$ cat config.mk
export PLATFORM = sky130hd
export DESIGN_NAME = des_spi_ctrl
export DESIGN_NICKNAME = d
export VERILOG_FILES = /design/src/rtl/des_spi_ctrl.sv
export SDC_FILE = /design/constraint.sdc
export NUM_CORES = 1
export LEC_CHECK = 0
export BUFFER_PORTS_ARGS = -buffer_cell sky130_fd_sc_hd__buf_2
export CAP_MARGIN = 20
export CORE_ASPECT_RATIO = 0.5
export CORE_MARGIN = 2
export CORE_UTILIZATION = 50
export CTS_BUF_LIST = sky130_fd_sc_hd__clkbuf_8
export DETAILED_ROUTE_END_ITERATION = 10
export PLACE_DENSITY = 0.77
export SLEW_MARGIN = 20
export SYNTH_ARGS = -nofsm -noshare
export SYNTH_HDL_FRONTEND = slang
export SYNTH_SLANG_ARGS = --single-unit
$ cat constraint.sdc
create_clock -name clk -period 4.59 [get_ports clk]
set_input_delay 0.918 -clock clk [delete_from_list [all_inputs] [get_ports clk]]
set_output_delay 0.918 -clock clk [all_outputs]
set_load 0.01 [all_outputs]
$ cat src/rtl/des_spi_ctrl.sv
// des_spi_ctrl: SPI-to-DES bridge that syncs cs_n, captures key/data frames, runs DES and hands back results.
//
// Ports:
//   clk, rst (async, active-low)    system clock and reset
//   cs_n, spi_text                  SPI frame strobe (async) and received 64-bit word
//   load_key, decrypt, err_clr      frame-type strap, direction strap, sticky error clear
//   des_start/key/din/decrypt       launch interface to the DES core
//   des_done, des_dout              completion pulse and result from the DES core
//   output_text                     result returned to the SPI slave for read-back
//   busy, key_valid, err[2:0]       status; err = {timeout, no-key, overrun}
module des_spi_ctrl #(
    parameter int SYNC_STAGES = 2,
    parameter int TIMEOUT     = 64
) (
    input  logic        clk,
    input  logic        rst,
    input  logic        cs_n,
    input  logic [63:0] spi_text,
    input  logic        load_key,
    input  logic        decrypt,
    input  logic        err_clr,
    output logic        des_start,
    output logic [63:0] des_key,
    output logic [63:0] des_din,
    output logic        des_decrypt,
    input  logic        des_done,
    input  logic [63:0] des_dout,
    output logic [63:0] output_text,
    output logic        busy,
    output logic        key_valid,
    output logic [2:0]  err
);
    typedef enum logic [1:0] {IDLE, READY, RUN} state_t;

    localparam logic [9:0] TO_LAST = 10'(TIMEOUT - 1);

    state_t                 state_q, state_d;
    logic [SYNC_STAGES-1:0] sync_q, sync_d;
    logic                   dly_q, dly_d;
    logic [9:0]             cnt_q, cnt_d;
    logic [63:0]            key_q, key_d, din_q, din_d, out_q, out_d, pend_q, pend_d;
    logic                   dec_q, dec_d, start_q, start_d, busy_q, busy_d;
    logic                   kv_q, kv_d, pend_v_q, pend_v_d;
    logic [2:0]             err_q, err_d, err_set;
    logic                   cs_sync, frame_end;

    always_comb begin
        sync_d    = {sync_q[SYNC_STAGES-2:0], cs_n};
        cs_sync   = sync_q[SYNC_STAGES-1];
        dly_d     = cs_sync;
        frame_end = cs_sync & ~dly_q;
        state_d   = state_q;
        cnt_d     = cnt_q;
        key_d     = key_q;
        din_d     = din_q;
        dec_d     = dec_q;
        start_d   = 1'b0;
        kv_d      = kv_q;
        out_d     = out_q;
        pend_d    = pend_q;
        pend_v_d  = pend_v_q;
        err_set   = 3'b000;
        if (frame_end) begin
            if (state_q == RUN) begin
                err_set[0] = 1'b1;
            end else if (load_key) begin
                key_d   = spi_text;
                kv_d    = 1'b1;
                state_d = READY;
            end else if (state_q == READY) begin
                din_d   = spi_text;
                dec_d   = decrypt;
                start_d = 1'b1;
                cnt_d   = '0;
                state_d = RUN;
            end else begin
                err_set[1] = 1'b1;
            end
        end
        // done takes priority over a timeout landing on the same edge
        if (state_q == RUN) begin
            cnt_d = cnt_q + 10'd1;
            if (des_done) begin
                state_d = READY;
            end else if (cnt_q == TO_LAST) begin
                err_set[2] = 1'b1;
                state_d    = READY;
            end
        end
        // output_text only moves while the SPI side is idle; otherwise park the result
        if (state_q == RUN && des_done) begin
            if (cs_sync) begin
                out_d    = des_dout;
                pend_v_d = 1'b0;
            end else begin
                pend_d   = des_dout;
                pend_v_d = 1'b1;
            end
        end else if (pend_v_q && cs_sync) begin
            out_d    = pend_q;
            pend_v_d = 1'b0;
        end
        err_d  = (err_clr ? 3'b000 : err_q) | err_set;
        busy_d = (state_d == RUN);
    end

    always_ff @(posedge clk or negedge rst) begin
        if (!rst) begin
            state_q  <= IDLE;
            sync_q   <= '1;
            dly_q    <= 1'b1;
            cnt_q    <= '0;
            key_q    <= '0;
            din_q    <= '0;
            dec_q    <= 1'b0;
            start_q  <= 1'b0;
            busy_q   <= 1'b0;
            kv_q     <= 1'b0;
            out_q    <= '0;
            pend_q   <= '0;
            pend_v_q <= 1'b0;
            err_q    <= '0;
        end else begin
            state_q  <= state_d;
            sync_q   <= sync_d;
            dly_q    <= dly_d;
            cnt_q    <= cnt_d;
            key_q    <= key_d;
            din_q    <= din_d;
            dec_q    <= dec_d;
            start_q  <= start_d;
            busy_q   <= busy_d;
            kv_q     <= kv_d;
            out_q    <= out_d;
            pend_q   <= pend_d;
            pend_v_q <= pend_v_d;
            err_q    <= err_d;
        end
    end

    assign des_start   = start_q;
    assign des_key     = key_q;
    assign des_din     = din_q;
    assign des_decrypt = dec_q;
    assign output_text = out_q;
    assign busy        = busy_q;
    assign key_valid   = kv_q;
    assign err         = err_q;
endmodule

==> impl_results.md, run 1 <==
- Site Rows: 39
- Num ports: approximately 330
- Max stage delay on crit path: slightly below 700 ps
- Outcome: finished clean
- MaxCap Viol Count: 0
- Antenna viol nets, final: 0
- Max stage delay cell, worst path: buf_4
- Mapped Avg Cell Area: between 15 and 20 µm²
- Multi-input gate area: ~4300 µm²
- Vias/cell: roughly 5.2
- Die area: between 20,000 and 25,000 µm²
- Drt total wl: 25,900 µm
- Number of synthesis warnings: 0
- Finished Cell Area: about 14,000 µm²
- Cts repair resizes: 0
- Fmax: ~0.35 GHz
- Worst endpoint required time: 4990 ps
- Worst reg2reg path depth: 5
- Final nets: between 1,000 and 1,500
- Cts bufs inserted: between 40 and 50
- Met2 wire len: between 10,000 and 15,000 µm
- Share of layout cells above drive strength 1: 0.672
- Non-filler cells, final: 1,403
- Commonest cells in the netlist: mux2_2 (282), dfrtp_1 (276), mux2_4 (39)
- Synth Register Bits: roughly 280
- Tightest Pin Transition: between 900 and 1000 ps
- Synth-to-layout area growth: 24.1%
- Worst-path cell chain: inv_1 -> ha_1 -> or3b_4 -> buf_4 -> mux2_2
- IO Port Bufs: 333
- Worst hold stages: 0
- Clock Root Buffer: clkbuf_8
- Worst hold path type: reg -> reg
- Gr usage total: 0.213
- Final period utilization: 0.621
- Setup Total Neg Slack: 0 ps
- Worst Skew: around 22 ps
- Met1 WL: between 10,000 and 15,000 µm
- Hold buffers post-CTS: 0
- Hold WS: approximately 360 ps
- Global route total overflow: 0
- Drt first-iter violations: about 450
- Area after DPL: about 13,000 µm²
- CTS sink cnt: 279
- Post-synth EDFFs: 0
- R2R Path End: des_decrypt
- CTS tree: done
- Maximum VDD drop: approximately 0.00046 V
- Starting Density: 0.507
- Static Leak: 7.23 nW
- Post-Place Cells: roughly 1,300
- Syn Std Cell Area: 11,500 µm²
- Dominant cells by area after synthesis: dfrtp_1 (60%), mux2_2 (28%), mux2_4 (5.1%)
- Die Ht: about 110 µm
- Final Util: 0.629
- Worst R2R Setup Slack: between 1500 and 2000 ps
- Worst Path Arrival: about 3300 ps
- Routed len/inst: 18.5 µm
- Largest net degree at the start of global routing: 96
- RSZ-0062 raised after global routing: false
- First-pass DRT Iterations: 4
- Post-Synthesis Cells: 720
- Post-synth top area share: 0.601
- Worst hold path endpoint: sync_q[1]
- Pins Over Slew Limit: 0
- Global-route wire length before repair: around 41,000 µm
- Cell Pwr Density: around 650 nW/µm²
- Clock Path Buffers: 3
- Setup Fix Bufs, Post-CTS: 0
- Unique cell type count in the Yosys netlist: 43
- R2R Path Start: state_q[0]
- Hold Startpoint: sync_q[0]
- CP Max Fanout: 49
- Antenna violations before repair: 3
- Top layer in use: met5
- Startpoint type of the worst setup path: flip-flop
- Vias in the first global route: 7,651
- Hpwl dp: about 18,000 µm
- Chip width: between 200 and 250 µm
- GPL Wtd Cong: ~0.81
- Critical path type: reg -> reg
- Slew margin rel.: 0.394
- # DRC: 0
- Count leader, synth: mux2_2
- Sequential share of the synthesized area: 0.608
- Syn Nets: between 800 and 900
- Fill count: approximately 1,700
- Total number of vias: 7,259
- Final Setup Violations: 0
- Reg clk slew, reported paths: roughly 70 ps
- WL met3: 1690 µm
- H-tree depth: 2
- Cell taking the most area after synthesis: dfrtp_1
- Final min period: 2850 ps
- Seq. cell area: approximately 7000 µm²
- Ys flop type: dfrtp_1
- Final-report hold violation count: 0
- Crit end category: flip-flop
- Ys async rst share: 1.00
- Skew-Pair Late Insertion Delay: around 520 ps
- Placeable core region: around 23,000 µm²
## placed cells by master, fill, tap and decap left out, drive strengths merged, types with 3 or more instances in the layout
cell      n
nor2      4
dfstp     3
buf     344
o21ai     4
dfrtp   276
a31oi     3
nand3    10
mux2i     3
inv      18
nand2     4
diode     3
a22o      3
or4       3
clkinv    5
clkbuf   51
ha        3
nand2b    3
mux2    321
o211ai    3
## final cells by class
type                            count  area share
Clock inverter                     17     0.00544
Sequential cell                   279       0.490
Timing Repair Buffer              344       0.125
Tap cell                          307      0.0269
Inverter                            8     0.00210
Antenna cell                        3    0.000526
Clock buffer                       51      0.0492
Multi-Input combinational cell    394       0.301
## report_power, final
part / switching, mW / internal, mW / total (mW)
Combinational: 1.40 / 1.81 / 3.21
Clock: 0.929 / 0.999 / 1.93
Sequential: 0.566 / 3.53 / 4.09
## routing by layer
metal  global-route usage  up-vias
met5                    0        -
met4               0.0526        2
met3               0.0628       31
met2                0.362      190
met1                0.266     3747
li1                     -     3289
## how the worst max path moves through the flow
stage / start / to / slack [ps]
global placement: state_q[0] / output_text[30] / 1580
detailed placement: load_key / des_din[32] / 1580
CTS: state_q[0] / des_decrypt / 1720
global route: state_q[0] / des_din[1] / 1600
floorplan: load_key / des_din[24] / 2170
finish: state_q[0] / des_decrypt / 1740
## cell families (layout without fill, tap and decap cells)
kind of cell	Yosys count	in the layout	synth area share
compound gates	22	22	0.0140
mux	324	324	0.330
flops	279	279	0.608
other cells	0	3	0
simple gates	45	45	0.0241
buf+inv	47	420	0.0210
fa+ha+maj	3	3	0.00327
## metrics by stage
stage / setup slack, ps / total power, mW
4_1_cts: 1720 / 9.33
5_1_grt: 1600 / 9.79
3_3_place_gp: 1580 / 7.20
2_1_floorplan: 2170 / 6.03
6_report: 1740 / 9.23
3_5_place_dp: 1580 / 7.38
## state kept, by name (all words and copies together), names as in the netlist, 2 cells and up
| register | cells |
|---|---|
| state_q | 2 |
| pend_q | 64 |
| des_din | 64 |
| des_key | 64 |
| cnt_q | 10 |
| err | 3 |
| sync_q | 2 |
| output_text | 64 |
## critical path: cells and delay by family, from the launching register on
kind                       cells  cell delay [ps]
buffers and inverters          2              760
muxes                          1              420
and+or+nand+nor                1              500
DFF                            1              430
adders and majority gates      1              560
(Power assumes the default switching activity.)
==> run 2: changes to the inputs <==
==> constraint.sdc (replaced) <==
create_clock -name clk -period 2.7 [get_ports clk]
set_input_delay 0.54 -clock clk [delete_from_list [all_inputs] [get_ports clk]]
set_output_delay 0.54 -clock clk [all_outputs]
set_load 0.01 [all_outputs]
==> run 2 against run 1 <==
Final cell count rose by 0.21%. Via count up 1.1%. Critical path type unchanged. Sequential share of layout area is 0.27 points lower. Count of clock-buffer cells in the layout is the same. Die area unchanged. Flip-flop and latch count is the same. Core utilization increased by 0.35 points. Worst setup slack worse by 1400 ps. Design area increased by 0.56%.
==> impl_results.md, run 2 (synthesis results as in run 1) <==
- R2R Path Start: state_q[0]
- Worst hold stages: 1
- Final-report hold violation count: 0
- Final period utilization: 0.871
- Antenna viol nets, final: 0
- Cell Pwr Density: between 1000 and 1500 nW/µm²
- Placeable core region: ~23,000 µm²
- # DRC: 0
- Maximum VDD drop: ~0.00064 V
- Num ports: between 300 and 400
- R2R Path End: pend_q[8]
- Final min period: 2350 ps
- Tightest Pin Transition: 646 ps
- Final Setup Violations: 0
- Hpwl dp: about 18,000 µm
- Starting Density: 0.507
- Startpoint type of the worst setup path: flip-flop
- Slew margin rel.: 0.569
- Final Util: 0.632
- GPL Wtd Cong: between 0.8 and 0.9
- Skew-Pair Late Insertion Delay: ~540 ps
- Clock Root Buffer: clkbuf_8
- Drt total wl: around 26,000 µm
- Worst reg2reg path depth: 6
- Clock Path Buffers: 3
- CTS sink cnt: about 280
- Setup Total Neg Slack: 0 ps
- Site Rows: 39
- H-tree depth: 2
- Antenna violations before repair: 1
- Routed len/inst: 18.4 µm
- Cts bufs inserted: a little over 40
- Share of layout cells above drive strength 1: 0.668
- Reg clk slew, reported paths: ~60 ps
- Hold Startpoint: cs_n
- Total Power: 15.7 mW
- Max stage delay cell, worst path: buf_4
- Global-route wire length before repair: 41,800 µm
- Crit end category: flip-flop
- Worst hold path endpoint: sync_q[0]
- Outcome: finished clean
- Worst Path Arrival: ~2800 ps
- CTS tree: done
- Global route total overflow: 0
- Synth-to-layout area growth: 24.8%
- Pre-CTS setup slack: ~350 ps
- Commonest non-fill, non-tap cell in the layout: buf_2
- Vias/cell: roughly 5.2
- CP Max Fanout: 39
- Vias in the first global route: ~7,900
- Static Leak: around 7.3 nW
- Total number of vias: 7,337
- Worst-path cell chain: inv_1 -> ha_1 -> and2_1 -> nand2b_2 -> buf_4 -> mux2_2
- Worst endpoint required time: 3100 ps
- Drt first-iter violations: ~470
- Worst R2R Setup Slack: between 300 and 400 ps
- Pins Over Slew Limit: 0
- MaxCap Viol Count: 0
- Post-route setup slack: 348 ps
- Die area: ~24,000 µm²
- Most frequent cells in the layout: buf_2 (332), mux2_2 (282), dfrtp_1 (276)
- Fmax: between 0.4 and 0.5 GHz
- Max stage delay on crit path: about 450 ps
- Die Ht: 111 µm
- Final nets: 1,209
- RSZ-0062 raised after global routing: false
- Chip width: between 200 and 250 µm
- Worst hold path type: in -> reg
- Gr usage total: 0.215
- Hold WS: 104 ps
- IO Port Bufs: between 300 and 400
- Largest net degree at the start of global routing: 75
- Critical path type: reg -> reg
- First-pass DRT Iterations: 4
- Worst Skew: approximately 25 ps
-- run 2: cell count changes in the layout (fill, tap and decap cells not counted), sizes merged --
cell,previous run,this run
diode,3,2
dlygate4sd3,0,1
clkinv,5,2
buf,344,346
inv,18,22
-- run 2: power breakdown --
| group | switching (mW) | leakage, nW | internal, mW |
|---|---|---|---|
| sequential | 0.952 | 3.43 | 6.00 |
| combinational | 2.40 | 3.39 | 3.09 |
| clock | 1.56 | 0.449 | 1.69 |
| total | 4.92 | 7.27 | 10.8 |
-- run 2: layout make-up --
cell class / count / area [µm²]
fillers: 1696 / 8340
flip-flops and latches: 279 / 6990
multi-input cells: 394 / 4290
repair buffers: 347 / 1870
clock buffers: 51 / 702
well taps: 307 / 384
clock inverters: 18 / 77.6
inverters: 8 / 30.0
diodes: 2 / 5.00
-- run 2: how the worst max path moves through the flow --
stage / slack [ps] / endpoint / cells past startpoint / from
6_report: 350 / pend_q[8] / 6 / state_q[0]
5_1_grt: 190 / state_q[0] / 5 / state_q[0]
4_1_cts: 320 / pend_q[43] / 6 / state_q[0]
3_5_place_dp: 350 / pend_q[43] / 6 / state_q[0]
3_3_place_gp: 430 / pend_q[21] / 6 / state_q[0]
2_1_floorplan: 440 / output_text[14] / 8 / state_q[0]
-- run 2: metrics by stage --
stage | cells | area [µm²]
finish | 1406 | 14300
global route | 1404 | 14300
CTS | 1404 | 14300
detailed placement | 1334 | 13600
global placement | 1334 | 13600
floorplan | 720 | 11500
-- run 2: routing by layer --
layer / vias to the layer above / track usage / part of all wire
li1: 3303 / - / -
met1: 3742 / 0.271 / 0.41
met2: 234 / 0.361 / 0.49
met3: 58 / 0.0584 / 0.069
met4: 0 / 0.0653 / 0.024
met5: - / 0 / 0
-- run 2: critical path, delay by kind of cell, from the launching register on --
kind | cells | cell delay (ps)
and+or+nand+nor | 2 | 410
buffers and inverters | 2 | 520
adders and majority gates | 1 | 420
muxes | 1 | 390
DFF | 1 | 440
-- run 2: repair_timing --
| item | 4_1_cts | 5_1_grt |
|---|---|---|
| hold endpoints to repair | 51 | 0 |
| buffers inserted | 0 | 0 |
| gates resized for setup | 0 | 0 |
| endpoints found under the setup margin | 0 | 0 |
| hold buffers | 1 | 0 |
